<file path="config.mk">
export PLATFORM = sky130hd
export DESIGN_NAME = instr_loader
export DESIGN_NICKNAME = d
export VERILOG_FILES = /design/src/rtl/proc_pkg.sv /design/src/rtl/instr_loader_packer.sv /design/src/rtl/instr_loader.sv
export SDC_FILE = /design/constraint.sdc
export NUM_CORES = 1
export LEC_CHECK = 0
export ABC_AREA = 1
export ABC_CLOCK_PERIOD_IN_PS = 2000
export BUFFER_PORTS_ARGS = -buffer_cell sky130_fd_sc_hd__buf_2
export CAP_MARGIN = 20
export CORE_UTILIZATION = 40
export CTS_CLUSTER_DIAMETER = 60
export DETAILED_ROUTE_END_ITERATION = 8
export PLACE_DENSITY = 0.62
export RECOVER_POWER = 25
export SLEW_MARGIN = 10
export SYNTH_ARGS = -nofsm -noshare
export SYNTH_HDL_FRONTEND = slang
export SYNTH_SLANG_ARGS = --single-unit
</file>
<file path="constraint.sdc">
create_clock -name clk -period 2 [get_ports clk]
set_input_delay 0.2 -clock clk [delete_from_list [all_inputs] [get_ports clk]]
set_output_delay 0.2 -clock clk [all_outputs]
set_load 0.01 [all_outputs]
</file>
<file path="src/rtl/proc_pkg.sv">
// Shared definitions for the instruction loader: FSM state encoding and
// the framing constants used by the byte packer and the top level.
package proc_pkg;

    // Number of bytes in the header and in each instruction word.
    localparam int HDR_BYTES = 4;

    // Width of an assembled instruction word.
    localparam int INSTR_W = 32;

    // Loader FSM states.
    typedef enum logic [1:0] {
        HDR  = 2'd0,
        LOAD = 2'd1,
        DONE = 2'd2,
        ERR  = 2'd3
    } load_state_e;

endpackage

</file>
<file path="src/rtl/instr_loader_packer.sv">
// byte_packer: collects four stream bytes into one big-endian 32-bit word.
// The first byte ends up in bits [31:24] and the fourth byte in bits [7:0].
// word_valid_o is a combinational strobe that is high on the cycle the fourth
// byte transfers; word_o is valid only while that strobe is high.
// The same unit frames both the header and the data words.
module byte_packer
    import proc_pkg::*;
(
    input  logic               clk,
    input  logic               rst,
    input  logic               clear_i,
    input  logic               fire_i,
    input  logic [7:0]         byte_i,
    output logic [INSTR_W-1:0] word_o,
    output logic               word_valid_o
);

    logic [INSTR_W-9:0] shift_q, shift_d;
    logic [1:0]         cnt_q, cnt_d;

    // The word is the three stored bytes followed by the byte arriving now.
    assign word_o       = {shift_q, byte_i};
    assign word_valid_o = fire_i && (cnt_q == 2'(HDR_BYTES - 1));

    // Shift in accepted bytes; the 2-bit counter wraps back to 0 after byte 3.
    always_comb begin
        shift_d = shift_q;
        cnt_d   = cnt_q;
        if (clear_i) begin
            cnt_d = 2'd0;
        end else if (fire_i) begin
            shift_d = word_o[INSTR_W-9:0];
            cnt_d   = cnt_q + 2'd1;
        end
    end

    // Register the partial word and the byte position.
    always_ff @(posedge clk) begin
        if (rst) begin
            shift_q <= '0;
            cnt_q   <= 2'd0;
        end else begin
            shift_q <= shift_d;
            cnt_q   <= cnt_d;
        end
    end

endmodule

</file>
<file path="src/rtl/instr_loader.sv">
// instr_loader: boot-time loader that parses a 4-byte header (word count,
// start PC) from a byte stream and then feeds big-endian instruction words
// to the processor, holding the processor in reset until the header is in.
//
// Handshake: a byte transfers on a rising clk edge where in_valid && in_ready;
// in_data is ignored on every other edge, and in_valid may drop between any
// two bytes without losing state.
module instr_loader
    import proc_pkg::*;
#(
    parameter int ADDR_W    = 10,
    parameter int MAX_WORDS = 1024
) (
    input  logic               clk,
    input  logic               rst,
    input  logic               in_valid,
    input  logic [7:0]         in_data,
    output logic               in_ready,
    input  logic               reload,
    output logic               cpu_rst,
    output logic [ADDR_W-1:0]  init_pc,
    output logic               instr_we,
    output logic [INSTR_W-1:0] instr_feed,
    output logic [ADDR_W-1:0]  word_idx,
    output logic               load_done,
    output logic               load_err,
    output logic [1:0]         state_dbg
);

    load_state_e        state_q, state_d;
    // One bit wider than the index so a count of 2**ADDR_W can be reached.
    logic [ADDR_W:0]    word_cnt_q, word_cnt_d;
    logic [ADDR_W:0]    n_q, n_d;
    logic [ADDR_W-1:0]  init_pc_q, init_pc_d;
    logic               instr_we_q, instr_we_d;
    logic [INSTR_W-1:0] instr_feed_q, instr_feed_d;
    logic [ADDR_W-1:0]  word_idx_q, word_idx_d;

    logic               fire;
    logic               reload_take;
    logic [INSTR_W-1:0] pack_word;
    logic               pack_valid;
    logic [15:0]        hdr_n;
    logic [ADDR_W:0]    word_cnt_inc;

    assign fire         = in_valid && in_ready;
    assign hdr_n        = pack_word[31:16];
    assign word_cnt_inc = word_cnt_q + 1'b1;

    byte_packer u_packer (
        .clk          (clk),
        .rst          (rst),
        .clear_i      (reload_take),
        .fire_i       (fire),
        .byte_i       (in_data),
        .word_o       (pack_word),
        .word_valid_o (pack_valid)
    );

    // Level outputs decoded from the current state.
    always_comb begin
        in_ready  = (state_q == HDR) || (state_q == LOAD);
        cpu_rst   = (state_q == HDR) || (state_q == ERR);
        load_done = (state_q == DONE);
        load_err  = (state_q == ERR);
    end

    // Next-state logic: header parse, word delivery, and reload handling.
    always_comb begin
        state_d      = state_q;
        word_cnt_d   = word_cnt_q;
        n_d          = n_q;
        init_pc_d    = init_pc_q;
        instr_we_d   = 1'b0;
        instr_feed_d = instr_feed_q;
        word_idx_d   = word_idx_q;
        reload_take  = 1'b0;
        case (state_q)
            HDR: begin
                if (pack_valid) begin
                    init_pc_d  = pack_word[ADDR_W-1:0];
                    n_d        = pack_word[16+ADDR_W:16];
                    word_cnt_d = '0;
                    if ({16'd0, hdr_n} > 32'(MAX_WORDS)) begin
                        state_d = ERR;
                    end else if (hdr_n == 16'd0) begin
                        state_d = DONE;
                    end else begin
                        state_d = LOAD;
                    end
                end
            end
            LOAD: begin
                if (pack_valid) begin
                    instr_we_d   = 1'b1;
                    instr_feed_d = pack_word;
                    word_idx_d   = word_cnt_q[ADDR_W-1:0];
                    word_cnt_d   = word_cnt_inc;
                    if (word_cnt_inc == n_q) begin
                        state_d = DONE;
                    end
                end
            end
            DONE, ERR: begin
                if (reload) begin
                    state_d     = HDR;
                    word_cnt_d  = '0;
                    reload_take = 1'b1;
                end
            end
            default: begin
                state_d = HDR;
            end
        endcase
    end

    // State and output registers; rst wins over reload and any transfer.
    always_ff @(posedge clk) begin
        if (rst) begin
            state_q      <= HDR;
            word_cnt_q   <= '0;
            n_q          <= '0;
            init_pc_q    <= '0;
            instr_we_q   <= 1'b0;
            instr_feed_q <= '0;
            word_idx_q   <= '0;
        end else begin
            state_q      <= state_d;
            word_cnt_q   <= word_cnt_d;
            n_q          <= n_d;
            init_pc_q    <= init_pc_d;
            instr_we_q   <= instr_we_d;
            instr_feed_q <= instr_feed_d;
            word_idx_q   <= word_idx_d;
        end
    end

    assign init_pc    = init_pc_q;
    assign instr_we   = instr_we_q;
    assign instr_feed = instr_feed_q;
    assign word_idx   = word_idx_q;
    assign state_dbg  = state_q;

endmodule

</file>
==> results of run 1 <==
-- report_power, final --
group          switching [µW]  leakage, µW  internal [µW]
Clock                     692    0.0000883            564
Combinational             665     0.000962            385
Sequential                202     0.000837           2260
-- worst register-to-register path, cell delays in order (launching register included) --
cell and delay [ns]:
dfxtp_2 0.37, inv_1 0.08, ha_1 0.19, or2_4 0.28, nand2_4 0.09, inv_2 0.04
nand2_2 0.08, inv_2 0.09, nand2_4 0.15, clkbuf_16 0.22, nand2_1 0.07, a21oi_1 0.13
-- state kept, by name, indices dropped and copies added (netlist names) --
signal / flops
word_idx: 10
instr_we: 1
u_packer.shift_q: 24
state_dbg: 2
instr_feed: 32
u_packer.cnt_q: 2
init_pc: 10
word_cnt_q: 11
n_q: 11
-- kinds of logic after synthesis --
| kind of cell | Yosys count | share of synthesized area (%) |
|---|---|---|
| flip-flops | 103 | 47.69 |
| AND/OR/NAND/NOR | 253 | 26.13 |
| buffers and inverters | 78 | 7.465 |
| adder cells (fa/ha/maj) | 7 | 2.025 |
| AO/OA/AOI/OAI | 139 | 16.70 |
-- metrics by stage --
step / worst slack [ns] / util, % / instances / setup TNS, ns / hold WS [ns]
6_report: 0.1353 / 48.49 / 787 / 0 / 0.09756
4_1_cts: 0.05583 / 48.40 / 785 / 0 / 0.08360
5_1_grt: -0.01755 / 48.49 / 787 / -0.01755 / 0.1193
3_3_place_gp: 0.1708 / 46.71 / 772 / 0 / 0.4485
3_5_place_dp: 0.08688 / 46.71 / 772 / 0 / 0.4519
2_1_floorplan: 0.1286 / - / 580 / 0 / 0.3349
-- per-layer routing --
| metal | track usage (%) | part of all wire [%] | up-vias |
|---|---|---|---|
| met5 | 0 | 0 | - |
| met4 | 7.837 | 1.8 | 0 |
| met3 | 2.820 | 3.0 | 15 |
| met2 | 33.99 | 50 | 55 |
| met1 | 23.94 | 45 | 1874 |
| li1 | - | - | 2066 |
-- cells in the mapped netlist, drive strengths merged (2+ instances only) --
library cell | n | share of area (%)
clkbuf | 21 | 1.9
o21ai | 40 | 4.6
buf | 14 | 1.9
ha | 7 | 2.0
or2 | 4 | 0.64
nand4 | 6 | 0.87
a21oi | 95 | 11
nand3 | 83 | 9.6
nor2 | 36 | 3.6
nor3 | 2 | 0.35
dfxtp | 103 | 48
inv | 43 | 3.7
nand2 | 120 | 11
-- layout make-up --
type | instances | area [µm²]
multi-input cells | 400 | 1967
fillers | 1047 | 5365
clock buffers | 10 | 127.6
repair buffers | 92 | 511.7
flip-flops and latches | 103 | 2066
clock inverters | 3 | 47.55
well taps | 136 | 170.2
inverters | 43 | 161.4
-- worst min path at each step --
| stage | from | to | slack (ns) | depth (start not counted) |
|---|---|---|---|---|
| final | in_data[5] | u_packer.shift_q[5] | 0.1 | 3 |
| after global routing | in_data[0] | u_packer.shift_q[0] | 0.12 | 3 |
| after CTS | in_data[4] | u_packer.shift_q[4] | 0.08 | 3 |
| after detailed placement | instr_feed[17] | instr_feed[17] | 0.45 | 2 |
| after global placement | instr_feed[7] | instr_feed[7] | 0.45 | 2 |
| after floorplan | in_data[2] | u_packer.shift_q[2] | 0.33 | 2 |
==> summary.txt, run 1 <==
crit path from: state_dbg[1]
Final Hold Viols: 0
Overflow after GRT: 0
Post-Route Skew: 0.008489 ns
fin nets: 668
peak supply drop: 0.3731 mV
most common cell after layout, fill and taps aside: nand2_1
RR Endpoint: instr_feed[12]
FF-to-FF Start: state_dbg[1]
CTS tree: done
Hold WC Path Type: in2reg
share of layout cells above drive strength 1: 13.98%
status: finished, final reports clean
Initial Util: 41.51%
PwrDens: 944.9 mW/mm²
Top-Level Pins: 71
fin area: 0.005051 mm²
Synth async-reset ratio: 0%
first-pass GRT wire length: 17340 µm
clock sinks: 103
Site Rows: 37
DRC: 0
DRT Pass-1 Iters: 4
f_max: 0.5363 GHz
ys flop type: dfxtp_1
chip height: 106.0 µm
largest net degree at the start of global routing: 47
GPL Wtd Cong: 0.8431
HPWL Detailed: 7434 µm
Clk pin slew, worst setup/hold paths: 0.09 ns
critical path cell sequence: inv_1 > ha_1 > or2_4 > nand2_4 > inv_2 > nand2_2 > inv_2 > nand2_4 > clkbuf_16 > nand2_1 > a21oi_1
critical setup path kind: reg2reg
Warnings, synthesis: 0
net count after synthesis: 599
Max-Cap Viols: 0
Max transition margin: 58.32%
Setup-failing EPs final: 0
WP data arrival: 2.16 ns
CTS Buf Count: 9
Worst path max stage delay: 0.37 ns
clock period minus worst slack: 1.865 ns
CTS resizes: 0
kind of cell adding the most delay to the critical path: simple AND/OR/NAND/NOR gates
Critical-path top delay cell: dfxtp_2
number of antenna violations at the first check in global routing: 0
First DRT Iteration DRCs: 126
routed len/inst: 13.85 µm
Pins Over Slew Limit: 0
EDFF count, synth: 0
Total GRT Usage: 19.43%
vias in the first global route: 3688
Pwr Total: 4773 µW
crit share post-route: 93.23%
DR vias/cell: 5.095
die area: 0.01123 mm²
worst slew pin tran: 0.6228 ns
crit path to: instr_feed[12]
FF-to-FF path depth: 11
Syn Area/Cell: 7.455 µm²
Post-CTS Setup Repair Bufs: 0
RSZ-0062 raised after global routing: yes
CP Buf/Inv Count: 4
ANT cells: 0
H-tree levels: 3
startpoint types: flip-flop
most frequent cells in the layout: nand2_1 (114), dfxtp_1 (100), a21oi_1 (93), nand3_1 (83), clkbuf_1 (41)
Post-Syn Area: 0.004324 mm²
die width: 106.0 µm
P&R area growth vs syn: 16.81%
Seq cells post-synth: 103
cell count after synthesis: 580
Post-DRT Antenna Nets: 0
Root Buffer Master: clkbuf_8
Leakage: 0.001887 µW
worst-skew pair later-pin latency: 0.37 ns
worst-case clock buffer depth: 2
WL final: 10900 µm
sequential cell area fraction in the yosys report: 47.69%
Port Buffer Count: 70
critical path peak fanout: 21
Stages on worst setup path: 11
Distinct cells, synth: 30
hold_buf cts: 0
Worst Path Required: 2.30 ns
Worst R2R Setup Slack: 0.14 ns
Placed Area: 0.004866 mm²
Core Footprint: 0.01042 mm²
via count: 4010
Crit. End Element: flip-flop
(Power assumes the default switching activity.)
==> inputs of run 2 (changes only) <==
--- a/config.mk
+++ b/config.mk
@@ -5,7 +5,6 @@
 export SDC_FILE = /design/constraint.sdc
 export NUM_CORES = 1
 export LEC_CHECK = 0
-export ABC_AREA = 1
 export ABC_CLOCK_PERIOD_IN_PS = 2000
 export BUFFER_PORTS_ARGS = -buffer_cell sky130_fd_sc_hd__buf_2
 export CAP_MARGIN = 20
==> run 2 against run 1 <==
The run now ends with setup timing left. Die area fell by 3.9%. Critical path depth fell by 3. Combinational power rose by 4%. Synthesized area fell by 4.0%. Utilization rose by 2.2 points.
==> summary.txt, run 2 <==
status: finished, violations left
failing checks: setup timing
Port Buffer Count: 70
Final Hold Viols: 0
worst-skew pair later-pin latency: 0.37 ns
H-tree levels: 3
DRC: 0
ANT cells: 0
critical path cell sequence: inv_4 > ha_4 > or2_4 > a2bb2o_4 > nor4b_2 > nand4_1 > o32ai_4 > mux2i_1
worst slew pin tran: 0.4643 ns
Initial Util: 41.88%
GR Layer Usage met1: 23.48%
RR Endpoint: state_dbg[0]
Warnings, synthesis: 0
Largest register FFs: 32
critical path peak fanout: 5
Critical-path top delay cell: dfxtp_4
Pins Over Slew Limit: 0
hold_ws: 0.08755 ns
Total GRT Usage: 19.21%
peak supply drop: 0.3452 mV
top-count cell post-synth: nand2_1
Worst R2R Setup Slack: -0.07 ns
Distinct cells, synth: 31
EDFF count, synth: 0
Hold WC Path Type: in2reg
cell taking the most area after synthesis: dfxtp_1
top cells by count, synth: nand2_1 (186), dfxtp_1 (103), a21oi_1 (99)
WP data arrival: 2.36 ns
Seq cells post-synth: 103
M3 GR Usage: 3.947%
net count after synthesis: 552
Top Usage Layer GRT: met2
HP Start: in_data[0]
first-pass GRT wire length: 16760 µm
DRT Pass-1 Iters: 4
Leakage: 0.001851 µW
Top-Level Pins: 71
Setup-failing EPs final: 2
vias in the first global route: 3422
Overflow after GRT: 0
cell count after synthesis: 533
CTS tree: done
die width: 103.9 µm
Post-Route Skew: 0.01379 ns
number of antenna violations at the first check in global routing: 0
largest net degree at the start of global routing: 42
Root Buffer Master: clkbuf_8
DR vias/cell: 4.955
Worst path max stage delay: 0.39 ns
Crit. End Element: flip-flop
worst-case clock buffer depth: 2
fin nets: 637
Post-DRT Antenna Nets: 0
Hold Crit Endpoint: instr_feed[0]
Syn Area/Cell: 7.787 µm²
most common cell after layout, fill and taps aside: nand2_1
share of layout cells above drive strength 1: 15.25%
clock period minus worst slack: 2.068 ns
Core Footprint: 0.009910 mm²
top post-synthesis cells by area: dfxtp_1 (50%), nand2_1 (17%), a21oi_1 (12%)
CTS Buf Count: 9
sequential cell area fraction in the yosys report: 49.68%
PwrDens: 911.8 mW/mm²
Clk pin slew, worst setup/hold paths: 0.10 ns
Site Rows: 36
HPWL Detailed: 7221 µm
WL final: 10090 µm
critical setup path kind: reg2reg
Synth async-reset ratio: 0%
routed len/inst: 13.34 µm
Worst Path Required: 2.29 ns
die area: 0.01079 mm²
Max-Cap Viols: 0
Max transition margin: 68.93%
Yosys top cell area share: 49.68%
FF-to-FF path depth: 8
Placed Cells: 736
RSZ-0062 raised after global routing: yes
via count: 3746
startpoint types: flip-flop
GPL Wtd Cong: 0.8374
Final Instance Count excl. Fillers: 756
f_max: 0.4835 GHz
setup_tns: -0.08018 ns
met2 usage in global routing: 33.62%
FF-to-FF Start: state_dbg[1]
most frequent cells in the layout: nand2_1 (186), dfxtp_1 (101), a21oi_1 (99), clkbuf_1 (42), buf_4 (36)
Setup WS post-layout: -0.06816 ns
crit share post-route: 103.4%
Hold Path Cell Cnt: 3
Pwr Total: 4583 µW
ys flop type: dfxtp_1
clock sinks: 103
Post-Syn Area: 0.004150 mm²
P&R area growth vs syn: 21.10%
First DRT Iteration DRCs: 115
chip height: 103.9 µm
[run 2: cell types whose count changed in the layout (fill, tap and decap cells not counted), sizes merged, moves of 7 or more]
| cell | previous run | this run |
|---|---|---|
| buf | 51 | 68 |
| inv | 43 | 9 |
| nand2 | 120 | 186 |
| nand3 | 83 | 9 |
| nor2 | 37 | 22 |
| nor4 | 0 | 7 |
| o21ai | 40 | 9 |
| xnor2 | 0 | 8 |
| xor2 | 0 | 12 |
[run 2: cell families (layout without fill, tap and decap cells)]
group | Yosys count | after routing | synth area share [%]
xor gates and xnor gates | 20 | 20 | 4.221
buffers and inverters | 40 | 130 | 4.040
AOI/OAI and AO/OA | 119 | 119 | 15.59
DFF | 103 | 103 | 49.68
adders and majority gates | 7 | 7 | 2.110
and+or+nand+nor | 241 | 241 | 23.64
muxes | 3 | 3 | 0.7236
[run 2: cell type report]
type,instances,area [µm²]
tap,133,166.4
fill,1018,4883
clock inverter,3,23.77
clock buffer,13,158.9
timing repair buffer,108,610.6
inverter,6,27.53
multi-input combinational,390,1969
sequential,103,2069
[run 2: power by group]
group | internal, µW | leakage [µW] | switching (µW)
combinational | 482 | 0.000923 | 608
sequential | 2150 | 0.000833 | 95.1
clock | 534 | 0.0000950 | 717
[run 2: repair_timing]
action	CTS	global route
hold buffers	0	0
pin swaps	1	1
buffers inserted	2	2
resized for setup	0	3
endpoints found under the setup margin	2	2
[run 2: metal layers]
metal | up-vias | share of wire (%)
met5 | - | 0
met4 | 0 | 1.2
met3 | 9 | 3.0
met2 | 50 | 49
met1 | 1749 | 46
li1 | 1938 | -
[run 2: critical path: cells and delay by family, from the launching register on]
family | cells | cell delay [ns]
multiplexers | 1 | 0.24
adder cells (fa/ha/maj) | 1 | 0.15
buffers and inverters | 1 | 0.06
AO/OA/AOI/OAI | 2 | 0.54
AND/OR/NAND/NOR | 3 | 0.60
flip-flops | 1 | 0.39
[run 2: how the worst max path moves through the flow]
stage | start | endpoint | slack (ns)
2_1_floorplan | state_dbg[0] | state_dbg[0] | -0.16
3_3_place_gp | state_dbg[0] | state_dbg[0] | 0.03
3_5_place_dp | state_dbg[0] | state_dbg[0] | -0.07
4_1_cts | state_dbg[0] | state_dbg[0] | -0.1
5_1_grt | state_dbg[0] | state_dbg[0] | -0.18
6_report | state_dbg[1] | state_dbg[0] | -0.07
[run 2: through the flow]
stage | instance area [µm²] | utilization (%) | setup WS [ns]
detailed placement | 4847 | 48.91 | -0.07172
finish | 5026 | 50.72 | -0.06816
CTS | 5045 | 50.91 | -0.09694
floorplan | 4188 | - | -0.1589
global route | 5026 | 50.72 | -0.1806
global placement | 4847 | 48.91 | 0.03464
